<file path="src/rtl/gpio_handshake_sequencer.sv">
// gpio_handshake_sequencer: runs a table of GPIO wait/pulse steps
// against DUT pads and reports done, error and the failing step.
module gpio_handshake_sequencer #(
  parameter  int N_GPIO  = 11,
  parameter  int N_STEPS = 8,
  parameter  int CNT_W   = 24,
  localparam int PIN_W   = $clog2(N_GPIO),
  localparam int STEP_W  = 2 + PIN_W,
  localparam int IDX_W   = $clog2(N_STEPS)
) (
  input  logic                      clk,
  input  logic                      rst,
  input  logic                      start_i,
  input  logic [N_STEPS*STEP_W-1:0] step_tab_i,
  input  logic [CNT_W-1:0]          pulse_len_i,
  input  logic [CNT_W-1:0]          timeout_i,
  input  logic [N_GPIO-1:0]         gpio_pad_i,
  output logic [N_GPIO-1:0]         gpio_drv_o,
  output logic [N_GPIO-1:0]         gpio_oe_o,
  output logic                      busy_o,
  output logic                      done_o,
  output logic                      error_o,
  output logic [IDX_W-1:0]          step_idx_o
);

  typedef enum logic [2:0] {
    S_IDLE,
    S_FETCH,
    S_WAIT,
    S_PULSE,
    S_DONE,
    S_ERR
  } state_t;

  typedef enum logic [1:0] {
    OP_WAIT_HI = 2'b00,
    OP_WAIT_LO = 2'b01,
    OP_PULSE   = 2'b10,
    OP_END     = 2'b11
  } op_t;

  localparam logic [PIN_W:0]    PIN_LIM  = (PIN_W+1)'(N_GPIO);
  localparam logic [IDX_W-1:0]  IDX_LAST = IDX_W'(N_STEPS - 1);
  localparam logic [IDX_W-1:0]  IDX_ONE  = IDX_W'(1);
  localparam logic [CNT_W-1:0]  CNT_ONE  = CNT_W'(1);
  localparam logic [CNT_W-1:0]  CNT_MAX  = '1;
  localparam logic [N_GPIO-1:0] PIN_ONE  = N_GPIO'(1);

  state_t            state_q, state_d;
  logic [IDX_W-1:0]  idx_q, idx_d;
  logic [CNT_W-1:0]  tcnt_q, tcnt_d;
  logic [CNT_W-1:0]  pcnt_q, pcnt_d;
  logic [PIN_W-1:0]  pin_q, pin_d;
  logic              want_lo_q, want_lo_d;
  logic [N_GPIO-1:0] oe_q, oe_d;
  logic [N_GPIO-1:0] sync1_q, sync2_q;

  logic [STEP_W-1:0] tab [N_STEPS];

  for (genvar k = 0; k < N_STEPS; k++) begin : g_tab
    assign tab[k] = step_tab_i[k*STEP_W +: STEP_W];
  end

  logic [STEP_W-1:0] entry;
  op_t               ent_op;
  logic [PIN_W-1:0]  ent_pin;
  logic              ent_end;
  logic              ent_pulse;
  logic [CNT_W-1:0]  plen_eff;
  logic              pad_lvl;
  logic              wait_met;
  logic              wait_tmo;
  logic              pulse_last;
  logic              adv;

  always_comb begin
    entry      = tab[idx_q];
    ent_op     = op_t'(entry[STEP_W-1 -: 2]);
    ent_pin    = entry[PIN_W-1:0];
    // out-of-range pins terminate the table like an END entry
    ent_end    = (ent_op == OP_END) ||
                 ({1'b0, ent_pin} >= PIN_LIM);
    ent_pulse  = !ent_end && (ent_op == OP_PULSE);
    plen_eff   = (pulse_len_i == '0) ? CNT_ONE
                                     : pulse_len_i;
    pad_lvl    = sync2_q[pin_q];
    wait_met   = want_lo_q ? ~pad_lvl : pad_lvl;
    wait_tmo   = (timeout_i != '0) &&
                 (tcnt_q == timeout_i - CNT_ONE);
    pulse_last = (pcnt_q <= CNT_ONE);
  end

  always_comb begin
    state_d   = state_q;
    idx_d     = idx_q;
    tcnt_d    = tcnt_q;
    pcnt_d    = pcnt_q;
    pin_d     = pin_q;
    want_lo_d = want_lo_q;
    oe_d      = '0;
    adv       = 1'b0;

    unique case (state_q)
      S_IDLE, S_DONE, S_ERR: begin
        if (start_i) begin
          state_d = S_FETCH;
          idx_d   = '0;
        end
      end
      S_FETCH: begin
        pin_d     = ent_pin;
        want_lo_d = (ent_op == OP_WAIT_LO);
        unique case (1'b1)
          ent_end: begin
            state_d = S_DONE;
          end
          ent_pulse: begin
            state_d = S_PULSE;
            pcnt_d  = plen_eff;
            oe_d    = PIN_ONE << ent_pin;
          end
          default: begin
            state_d = S_WAIT;
            tcnt_d  = '0;
          end
        endcase
      end
      S_WAIT: begin
        if (wait_met) begin
          adv = 1'b1;
        end else begin
          if (tcnt_q != CNT_MAX) begin
            tcnt_d = tcnt_q + CNT_ONE;
          end
          if (wait_tmo) begin
            state_d = S_ERR;
          end
        end
      end
      S_PULSE: begin
        if (pulse_last) begin
          adv = 1'b1;
        end else begin
          pcnt_d = pcnt_q - CNT_ONE;
          oe_d   = oe_q;
        end
      end
      default: begin
        state_d = S_IDLE;
      end
    endcase

    if (adv) begin
      if (idx_q == IDX_LAST) begin
        state_d = S_DONE;
      end else begin
        idx_d   = idx_q + IDX_ONE;
        state_d = S_FETCH;
      end
    end
  end

  always_ff @(posedge clk) begin
    if (rst) begin
      state_q   <= S_IDLE;
      idx_q     <= '0;
      tcnt_q    <= '0;
      pcnt_q    <= '0;
      pin_q     <= '0;
      want_lo_q <= 1'b0;
      oe_q      <= '0;
      sync1_q   <= '0;
      sync2_q   <= '0;
    end else begin
      state_q   <= state_d;
      idx_q     <= idx_d;
      tcnt_q    <= tcnt_d;
      pcnt_q    <= pcnt_d;
      pin_q     <= pin_d;
      want_lo_q <= want_lo_d;
      oe_q      <= oe_d;
      sync1_q   <= gpio_pad_i;
      sync2_q   <= sync1_q;
    end
  end

  assign gpio_oe_o  = oe_q;
  assign gpio_drv_o = oe_q;
  assign busy_o     = (state_q == S_FETCH) ||
                      (state_q == S_WAIT)  ||
                      (state_q == S_PULSE);
  assign done_o     = (state_q == S_DONE);
  assign error_o    = (state_q == S_ERR);
  assign step_idx_o = idx_q;

endmodule

</file>
<file path="config.mk">
export PLATFORM = sky130hd
export DESIGN_NAME = gpio_handshake_sequencer
export DESIGN_NICKNAME = d
export VERILOG_FILES = /design/src/rtl/gpio_handshake_sequencer.sv
export SDC_FILE = /design/constraint.sdc
export NUM_CORES = 1
export LEC_CHECK = 0
export CORE_MARGIN = 2
export CORE_UTILIZATION = 55
export CTS_CLUSTER_SIZE = 20
export DETAILED_ROUTE_END_ITERATION = 10
export GPL_ROUTABILITY_DRIVEN = 0
export PLACE_DENSITY = 0.84
export SYNTH_ARGS = -nofsm -noshare
export SYNTH_HDL_FRONTEND = slang
export SYNTH_SLANG_ARGS = --single-unit
</file>
<file path="constraint.sdc">
create_clock -name clk -period 4.7 [get_ports clk]
set_input_delay 0.94 -clock clk [delete_from_list [all_inputs] [get_ports clk]]
set_output_delay 0.94 -clock clk [all_outputs]
set_load 0.005 [all_outputs]
</file>
==> metrics.txt, run 1 <==
outcome completed; Ys Warns 0; Detailed Route WL 15,600 um; Worst Path Class, Setup in -> reg; Worst Path Arrival 4.08 ns; Layout area overhead 26.1%; HP Class reg -> reg; f_max 0.266 GHz; FP Rows 37; Post-Place Cells 956; Via density 6.07; min Tclk post-route 3.76 ns; # port buffers 137; Fin. Hold Viols 0; synthesized area 0.00585 sq mm; die area 0.0115 sq mm; final core utilization 71.5%; remaining global-route overflow 0; Critical-path top delay cell or4_1; Reg2Reg Depth 8; fraction of registers with async set/reset 0%; RSZ-0062 raised after global routing no; Post-synth EDFFs 0; Synth Instances 727; worst vdd ir 274 uV; Syn Nets 843; post-synthesis sequential area ratio 31.5%; GRT Util Overall 27.1%; PwrDens 362 mW/mm^2; Worst Path Required 5.02 ns; Critical Path Stages 9; Die X-Extent 107 um; fin cells 972; Fillers 796; wire per inst 16.0 um; clk_skew 0.00743 ns; Mean Syn Cell Area 8.05 sq um; Die Ht 107 um; hold buffer count at CTS 0; CTS max path bufs 2; Worst path max stage delay 0.69 ns; post-route ant nets 0; CTS tree built; TritonCTS buffer count 9; static leakage 2.52 nW; Post-CTS Setup Bufs 0; fraction of layout cells with a size suffix above 1 7.42%; CP cell instances clkdlybuf4s50_1, or4_1, or4_4, a2111oi_2, nor2_1, nor4_2, nand4b_1, a31oi_1, o31a_1; Sum Neg Setup Slack 0 ns; Root Buffer clkbuf_8; fin nets 947; DRC Markers 0; TritonCTS Sinks 92; Max-slew headroom 17.4%; crit start category input port; Buf/Inv on CP 1; Seq cells post-synth 92; Cells on Worst Hold Path 1; largest net degree at the start of global routing 71; fin crit share 80.1%; H-tree levels 3; number of I/O pins 138; setup ws final 0.936 ns; Slew Limit Fails 0; HPWL after DPL 11,600 um; ANT cells 0; CP Capture Type flip-flop; vias in the first global route 5,554; initial antenna violation count 0; Least-Margin Pin Slew 1.24 ns; Synth cell types 67; Setup-failing EPs final 0; pre-CTS setup slack 0.583 ns; crit-path leading delay family simple AND/OR/NAND/NOR gates; Vias 5,896; drt first-iter violations 378; clock transition at the registers of the reported paths 0.10 ns; TritonRoute pass-1 iters 5; Critical Path Fanout Max 6; first-pass GRT wire length 25,500 um; Worst-Skew Late Latency 0.37 ns; CTS-repair resized insts 0; Most used DFF post-synth dfxtp_1; Core Region 0.0103 sq mm; max-cap viol count 0; initial core utilization 56.7%
[layer usage]
| layer | routed length, um | vias to the layer above | GRT usage (%) | part of all wire [%] |
|---|---|---|---|---|
| li1 | - | 2838 | - | - |
| met1 | 6530 | 2761 | 34.9 | 42 |
| met2 | 7350 | 275 | 44.7 | 47 |
| met3 | 1500 | 22 | 7.11 | 9.7 |
| met4 | 184 | 0 | 7.61 | 1.2 |
| met5 | 0 | - | 0 | 0 |
[per-stage QoR]
stage	power, W	area (sq um)	hold WS (ns)
6_report	0.00267	7380	0.437
5_1_grt	0.00285	7380	0.449
3_5_place_dp	0.00214	7190	0.421
2_1_floorplan	0.00178	5850	0.414
3_3_place_gp	0.00209	7190	0.421
4_1_cts	0.00265	7380	0.438
[cells by family after synthesis]
| group | after synthesis | synth area share (%) |
|---|---|---|
| compound gates | 148 | 16.9 |
| flops | 92 | 31.5 |
| simple gates | 321 | 28.5 |
| xor+xnor | 51 | 7.64 |
| fa+ha+maj | 6 | 1.28 |
| mux | 30 | 8.04 |
| buf+inv | 79 | 6.22 |
[final timing paths]
kind,start,end,slack (ns)
max reg2reg,step_idx_o[1],tcnt_q[9],1.36
min reg2reg,sync1_q[3],sync2_q[3],0.44
max,timeout_i[7],state_q[0],0.94
min,sync1_q[3],sync2_q[3],0.44
[Yosys cell counts (all sizes together), types with 4 or more instances]
cell	instances	area, sq um
buf	21	146
a211oi	13	97.6
nor2b	30	188
or3	10	63.8
nand3b	4	30.0
and3	5	31.3
nor2	90	338
o211ai	6	45.0
clkbuf	32	120
mux2	6	67.6
dfxtp	92	1840
a21oi	25	125
mux4	13	293
nor4	36	246
o31ai	4	30.0
nand4	6	37.5
xnor2	38	333
a22oi	22	165
mux2i	11	110
inv	26	97.6
o22ai	6	37.5
o21ai	37	185
nand2	58	218
or2	6	37.5
ha	6	75.1
or4	10	82.6
nor3	30	150
nand2b	5	31.3
xor2	13	114
nand3	14	70.1
a31oi	6	37.5
[where the power goes]
| group | internal, W | switching, W |
|---|---|---|
| clock | 0.000206 | 0.000311 |
| sequential | 0.000863 | 0.000111 |
| combinational | 0.000480 | 0.000699 |
| total | 0.00155 | 0.00112 |
[worst reg2reg max path, stage by stage (launching register included)]
cell and delay [ns]:
dfxtp_1 0.74, mux4_2 0.58, mux2i_1 0.50, o211a_1 0.26, o22ai_1 0.29, buf_4 0.30, nor4_1 0.33, xnor2_1 0.17
nor2_1 0.06
[cell type report]
class	count	area [sq um]	share of cell area, %
Timing Repair Buffer	146	1430	19.4
Sequential cell	92	1840	25.0
Clock inverter	7	66.3	0.899
Inverter	26	97.6	1.32
Clock buffer	9	124	1.68
Multi-Input combinational cell	556	3640	49.4
Tap cell	136	170	2.31
[cell usage in the layout (no fill, tap or decap), types with 9 or more instances in the layout]
cell and count:
nor4_1 34, xnor2_1 38, nor2b_1 30, or3_1 9
a21oi_1 25, mux4_2 13, nand3_1 14, inv_1 26
mux2i_1 11, nand2_1 58, dfxtp_1 92, nor3_1 30
nor2_1 90, xor2_1 13, buf_4 9, clkdlybuf4s50_1 136
a211oi_1 13, a22oi_1 22, clkbuf_8 9, o21ai_0 37
[flip-flops by register name, indices dropped and copies added (netlist names)]
register    count
step_idx_o      3
sync1_q        11
state_q         3
gpio_drv_o     11
pcnt_q         24
tcnt_q         24
want_lo_q       1
pin_q           4
sync2_q        11
Power figures use the tool's default switching activity.
==> run 2, diff against run 1 <==
--- a/config.mk
+++ b/config.mk
@@ -6,11 +6,11 @@
 export NUM_CORES = 1
 export LEC_CHECK = 0
 export CORE_MARGIN = 2
-export CORE_UTILIZATION = 55
+export CORE_UTILIZATION = 51
 export CTS_CLUSTER_SIZE = 20
 export DETAILED_ROUTE_END_ITERATION = 10
 export GPL_ROUTABILITY_DRIVEN = 0
-export PLACE_DENSITY = 0.84
+export PLACE_DENSITY = 0.79
 export SYNTH_ARGS = -nofsm -noshare
 export SYNTH_HDL_FRONTEND = slang
 export SYNTH_SLANG_ARGS = --single-unit
==> constraint.sdc (replaced) <==
create_clock -name clk -period 3.6 [get_ports clk]
set_input_delay 0.72 -clock clk [delete_from_list [all_inputs] [get_ports clk]]
set_output_delay 0.72 -clock clk [all_outputs]
set_load 0.005 [all_outputs]
==> run 2 against run 1 <==
Effect of this change:
- clock skew hardly changed
- global-route usage is 0.94 points lower
- via count is 1.1% higher
- hold slack better by 0.0018 ns
- non-clock buffer count is 29 higher
- critical endpoint is now state_q[1]
- worst setup slack worse by 0.66 ns
- core utilization is 3.1 points lower
==> metrics.txt, run 2 (synthesis gave the netlist of run 1 again) <==
wire per inst 16.2 um (was 16.0 um); first-pass GRT wire length 27,300 um (was 25,500 um); # port buffers 137 (unchanged); static leakage 2.71 nW (was 2.52 nW); Fillers 929 (was 796); vias in the first global route 5,958 (was 5,554); initial core utilization 51.7% (was 56.7%); critical path launch point timeout_i[3] (was timeout_i[7]); Reg2Reg Depth 10 (was 8); TritonRoute pass-1 iters 5 (unchanged); RR Endpoint pcnt_q[14] (was tcnt_q[9]); Fin. Hold Viols 0 (unchanged); H-tree levels 3 (unchanged); Layout area overhead 32.3% (was 26.1%); worst reg2reg setup slack 0.62 ns (was 1.36 ns); commonest non-fill, non-tap cell in the layout clkdlybuf4s50_1 (unchanged); TritonCTS Sinks 92 (unchanged); Root Buffer clkbuf_16 (was clkbuf_8); Sum Neg Setup Slack 0 ns (unchanged); GRT Util Overall 26.1% (was 27.1%); outcome completed (unchanged); CTS max path bufs 2 (unchanged); crit path to state_q[1] (was state_q[0]); Critical Path Fanout Max 3 (was 6); Critical-path top delay cell or4_4 (was or4_1); FP Rows 39 (was 37); Setup-failing EPs final 0 (unchanged); Worst path max stage delay 0.56 ns (was 0.69 ns); Vias 5,960 (was 5,896); top flop regs pcnt_q (24), tcnt_q (24) (unchanged); PwrDens 498 mW/mm^2 (was 362 mW/mm^2); most frequent cells in the layout clkdlybuf4s50_1 (136), dfxtp_1 (92), nor2_1 (90) (unchanged); PnR Total Power 0.00385 W (was 0.00267 W); TritonCTS buffer count 9 (unchanged); CP cell instances clkdlybuf4s50_1, or4_4, or3_2, nor3_1, o22ai_1, nor4_1, buf_4, nand4b_1, mux2i_1, a211oi_1 (was clkdlybuf4s50_1, or4_1, or4_4, a2111oi_2, nor2_1, nor4_2, nand4b_1, a31oi_1, o31a_1); hold buffer count at CTS 0 (unchanged); remaining global-route overflow 0 (unchanged); Core Region 0.0113 sq mm (was 0.0103 sq mm); Die X-Extent 111 um (was 107 um); HP Class reg -> reg (unchanged); drt first-iter violations 397 (was 378); RSZ-0062 raised after global routing no (unchanged); Worst Path Arrival 3.54 ns (was 4.08 ns); Worst-Skew Late Latency 0.34 ns (was 0.37 ns); Cells on Worst Hold Path 1 (unchanged); f_max 0.301 GHz; Die Ht 111 um (was 107 um); Post-CTS Setup Bufs 0 (unchanged); HPWL after DPL 12,300 um (was 11,600 um); Max-slew headroom 49.5% (was 17.4%); CTS tree built (unchanged); Worst Path Required 3.82 ns (was 5.02 ns); number of I/O pins 138 (unchanged); Worst Path Class, Setup in -> reg (unchanged); CP Capture Type flip-flop (unchanged); clock transition at the registers of the reported paths 0.07 ns (was 0.10 ns); die area 0.0123 sq mm (was 0.0115 sq mm); post-route ant nets 0 (unchanged); largest net degree at the start of global routing 70 (was 71); Least-Margin Pin Slew 0.754 ns (was 1.24 ns); fin nets 976 (was 947); Detailed Route WL 16,300 um (was 15,600 um); min Tclk post-route 3.32 ns; max-cap viol count 0 (unchanged); fraction of layout cells with a size suffix above 1 10.5% (was 7.42%); clk_skew 0.00740 ns (was 0.00743 ns); fin crit share 92.3%; initial antenna violation count 1 (was 0); Fin Hold WS 0.439 ns (was 0.437 ns); Slew Limit Fails 0 (unchanged); worst vdd ir 374 uV (was 274 uV); Via density 5.91 (was 6.07); final core utilization 68.3% (was 71.5%); worst reg2reg startpoint pcnt_q[20] (was step_idx_o[1]); placed cell area 0.00743 sq mm (was 0.00719 sq mm); crit start category input port (unchanged); Post-Layout Inst Area 0.00774 sq mm (was 0.00738 sq mm); DRC Markers 0 (unchanged)
## run 2: worst min path at each step
stage / to / start / slack [ns]
floorplan: sync2_q[0] / sync1_q[0] / 0.41
global placement: sync2_q[4] / sync1_q[4] / 0.42
detailed placement: sync2_q[6] / sync1_q[6] / 0.43
CTS: sync2_q[6] / sync1_q[6] / 0.44
global route: sync2_q[4] / sync1_q[4] / 0.45
finish: sync2_q[6] / sync1_q[6] / 0.44
## run 2: worst max-delay path, delay by kind of cell
kind | cells | cell delay (ns)
AOI/OAI and AO/OA | 2 | 0.18
and+or+nand+nor | 5 | 1.85
buffers and inverters | 2 | 0.63
muxes | 1 | 0.18
## run 2: layout make-up
cell class	count	area, sq um	area share (%)
repair buffers	175	1660	21.5
inverters	26	97.6	1.26
well taps	143	179	2.31
multi-input cells	556	3640	47.1
clock inverters	7	81.3	1.05
flip-flops and latches	92	1840	23.8
clock buffers	9	225	2.91
diodes	1	2.50	0.0323
## run 2: timing repair
action / in CTS / in global routing
resized for setup: 0 / 1
setup endpoints to repair: 0 / 3
hold endpoints to repair: 0 / 0
## run 2: layer usage
metal	share of wire, %	track usage (%)	wire length (um)	vias up
li1	-	-	-	2906
met1	41	32.6	6740	2786
met2	50	46.3	8240	246
met3	6.7	4.05	1100	22
met4	1.6	8.15	261	0
met5	0	0	0	-
## run 2: report_power, final
part | leakage (nW) | internal (W) | switching (W)
registers | 0.748 | 0.00113 | 0.000143
clock network | 0.150 | 0.000495 | 0.000453
logic | 1.81 | 0.000696 | 0.000938
total | 2.71 | 0.00232 | 0.00153
## run 2: per-stage QoR
stage	setup WS, ns	std cells
final	0.278	1009
after global routing	0.0702	1009
after CTS	0.259	1008
after detailed placement	-0.0850	992
after global placement	-0.0384	992
after floorplan	0.335	727
==> run 3, diff against run 2 <==
--- a/config.mk
+++ b/config.mk
@@ -5,7 +5,6 @@
 export SDC_FILE = /design/constraint.sdc
 export NUM_CORES = 1
 export LEC_CHECK = 0
-export CORE_MARGIN = 2
 export CORE_UTILIZATION = 51
 export CTS_CLUSTER_SIZE = 20
 export DETAILED_ROUTE_END_ITERATION = 10
==> run 3 against run 2 <==
Effect of this change:
- clock power increased by 2.3%
- hold slack hardly changed
- die area down 3.6%
- non-clock buffer count up 1
- core utilization is 2.1 points higher
- final area about the same
- critical endpoint is now state_q[0]
- largest cell class unchanged
==> metrics.txt, run 3 (synthesis gave the netlist of run 1 again) <==
ANT cells 0 (was 1); Die X-Extent 109 um (was 111 um); Critical Path Fanout Max 6 (was 3); # port buffers 137 (unchanged); Root Buffer clkbuf_16 (unchanged); HP Class reg -> reg (unchanged); static leakage 2.72 nW (was 2.71 nW); Fin. Hold Viols 0 (unchanged); Worst Path Class, Setup in -> reg (unchanged); Power Internal 0.00233 W (was 0.00232 W); largest net degree at the start of global routing 45 (was 70); Core Region 0.0110 sq mm (was 0.0113 sq mm); post-route ant nets 0 (unchanged); hold path startpoint sync1_q[4] (was sync1_q[6]); Worst Hold Endpoint sync2_q[4] (was sync2_q[6]); die area 0.0119 sq mm (was 0.0123 sq mm); Worst-Skew Late Latency 0.35 ns (was 0.34 ns); Critical-path top delay cell or4_4 (unchanged); Slew Limit Fails 0 (unchanged); final core utilization 70.5% (was 68.3%); first-pass GRT wire length 25,200 um (was 27,300 um); DRC Markers 0 (unchanged); Die Ht 109 um (was 111 um); Layout area overhead 32.3% (about the same); Cells on Worst Hold Path 1 (unchanged); CP cell instances clkdlybuf4s50_1, or4_1, or4_4, nor4_1, o2111ai_1, nor4_2, nand4b_1, a31oi_1, o31a_1 (was clkdlybuf4s50_1, or4_4, or3_2, nor3_1, o22ai_1, nor4_1, buf_4, nand4b_1, mux2i_1, a211oi_1); TritonRoute pass-1 iters 5 (unchanged); Vias 5,979 (was 5,960); remaining global-route overflow 0 (unchanged); fin crit share 92.4% (was 92.3%); clk_skew 0.00894 ns (was 0.00740 ns); drt first-iter violations 377 (was 397); Via density 5.94 (was 5.91); Reg2Reg Depth 9 (was 10); CTS tree built (unchanged); Switching Share 39.7% (was 39.8%); initial core utilization 53.3% (was 51.7%); Fillers 855 (was 929); f_max 0.301 GHz (about the same); H-tree levels 3 (unchanged); Fin Hold WS 0.439 ns (about the same); CTS max path bufs 2 (unchanged); TritonCTS buffer count 9 (unchanged); placed cell area 0.00743 sq mm (about the same); commonest non-fill, non-tap cell in the layout clkdlybuf4s50_1 (unchanged); Post-Layout Inst Area 0.00774 sq mm (about the same); Reg power frac 32.9% (was 33.0%); CTS-repair resized insts 0 (unchanged); RSZ-0062 raised after global routing no (unchanged); outcome completed (unchanged); combinational group share of total power 42.0% (was 42.4%); most frequent cells in the layout clkdlybuf4s50_1 (136), dfxtp_1 (92), nor2_1 (90) (unchanged); fraction of layout cells with a size suffix above 1 10.6% (was 10.5%); clock transition at the registers of the reported paths 0.08 ns (was 0.07 ns); top flop regs pcnt_q (24), tcnt_q (24) (unchanged); initial antenna violation count 0 (was 1); Detailed Route WL 15,900 um (was 16,300 um); Worst path max stage delay 0.60 ns (was 0.56 ns); number of I/O pins 138 (unchanged); Post-CTS Setup Bufs 0 (unchanged); Setup-failing EPs final 0 (unchanged); wire per inst 15.8 um (was 16.2 um); worst reg2reg startpoint step_idx_o[1] (was pcnt_q[20]); hold buffer count at CTS 0 (unchanged); worst vdd ir 378 uV (was 374 uV); worst reg2reg setup slack 0.46 ns (was 0.62 ns); Worst Path Required 3.89 ns (was 3.82 ns); vias in the first global route 5,496 (was 5,958); RR Endpoint tcnt_q[14] (was pcnt_q[14]); min Tclk post-route 3.33 ns (was 3.32 ns); Worst Path Arrival 3.62 ns (was 3.54 ns); crit start category input port (unchanged); Clock Power Share 25.1% (was 24.6%); PwrDens 499 mW/mm^2 (was 498 mW/mm^2); max-cap viol count 0 (unchanged); CP Capture Type flip-flop (unchanged); Max-slew headroom 52.1% (was 49.5%); TritonCTS Sinks 92 (unchanged); HPWL after DPL 12,100 um (was 12,300 um); Least-Margin Pin Slew 0.716 ns (was 0.754 ns); FP Rows 38 (was 39); fin nets 977 (was 976); switching power 0.00153 W (about the same); GRT Util Overall 26.4% (was 26.1%)
[run 3: how the worst max path moves through the flow]
| stage | cells after the start | to | start |
|---|---|---|---|
| after global placement | 9 | state_q[2] | timeout_i[7] |
| after CTS | 9 | state_q[0] | timeout_i[7] |
| final | 9 | state_q[0] | timeout_i[7] |
| after global routing | 9 | state_q[2] | timeout_i[7] |
| after detailed placement | 9 | state_q[0] | timeout_i[7] |
| after floorplan | 11 | state_q[2] | timeout_i[3] |
[run 3: layout make-up]
type | instances | area, sq um | area share, %
Sequential cell | 92 | 1840 | 23.8
Multi-Input combinational cell | 556 | 3640 | 47.1
Clock inverter | 7 | 83.8 | 1.08
Clock buffer | 9 | 225 | 2.91
Tap cell | 140 | 175 | 2.26
Timing Repair Buffer | 176 | 1670 | 21.6
Inverter | 26 | 97.6 | 1.26
[run 3: per-layer routing]
| metal | vias up | global-route usage, % | part of all wire, % |
|---|---|---|---|
| li1 | 2908 | - | - |
| met1 | 2834 | 34.1 | 44 |
| met2 | 213 | 44.5 | 50 |
| met3 | 24 | 3.89 | 4.9 |
| met4 | 0 | 9.27 | 1.8 |
| met5 | - | 0 | 0 |
[run 3: power groups by stage]
stage | clock network (W) | logic [W] | registers (W)
after floorplan | 0 | 0.00110 | 0.00123
after global placement | 0 | 0.00154 | 0.00128
after detailed placement | 0 | 0.00159 | 0.00129
after CTS | 0.000982 | 0.00160 | 0.00127
after global routing | 0.00103 | 0.00180 | 0.00129
final | 0.000970 | 0.00162 | 0.00127
[run 3: worst max-delay path: cells and delay by family]
kind,cells,cell delay (ns)
AND/OR/NAND/NOR,5,1.98
buffers and inverters,1,0.41
AO/OA/AOI/OAI,3,0.50
[run 3: per-stage QoR]
stage	power [W]	TNS [ns]	cells	setup slack (ns)
finish	0.00386	0	1006	0.272
CTS	0.00385	0	1006	0.303
global placement	0.00282	0	990	0.0231
floorplan	0.00233	0	727	0.335
detailed placement	0.00289	-0.0665	990	-0.0319
global route	0.00412	0	1006	0.0303
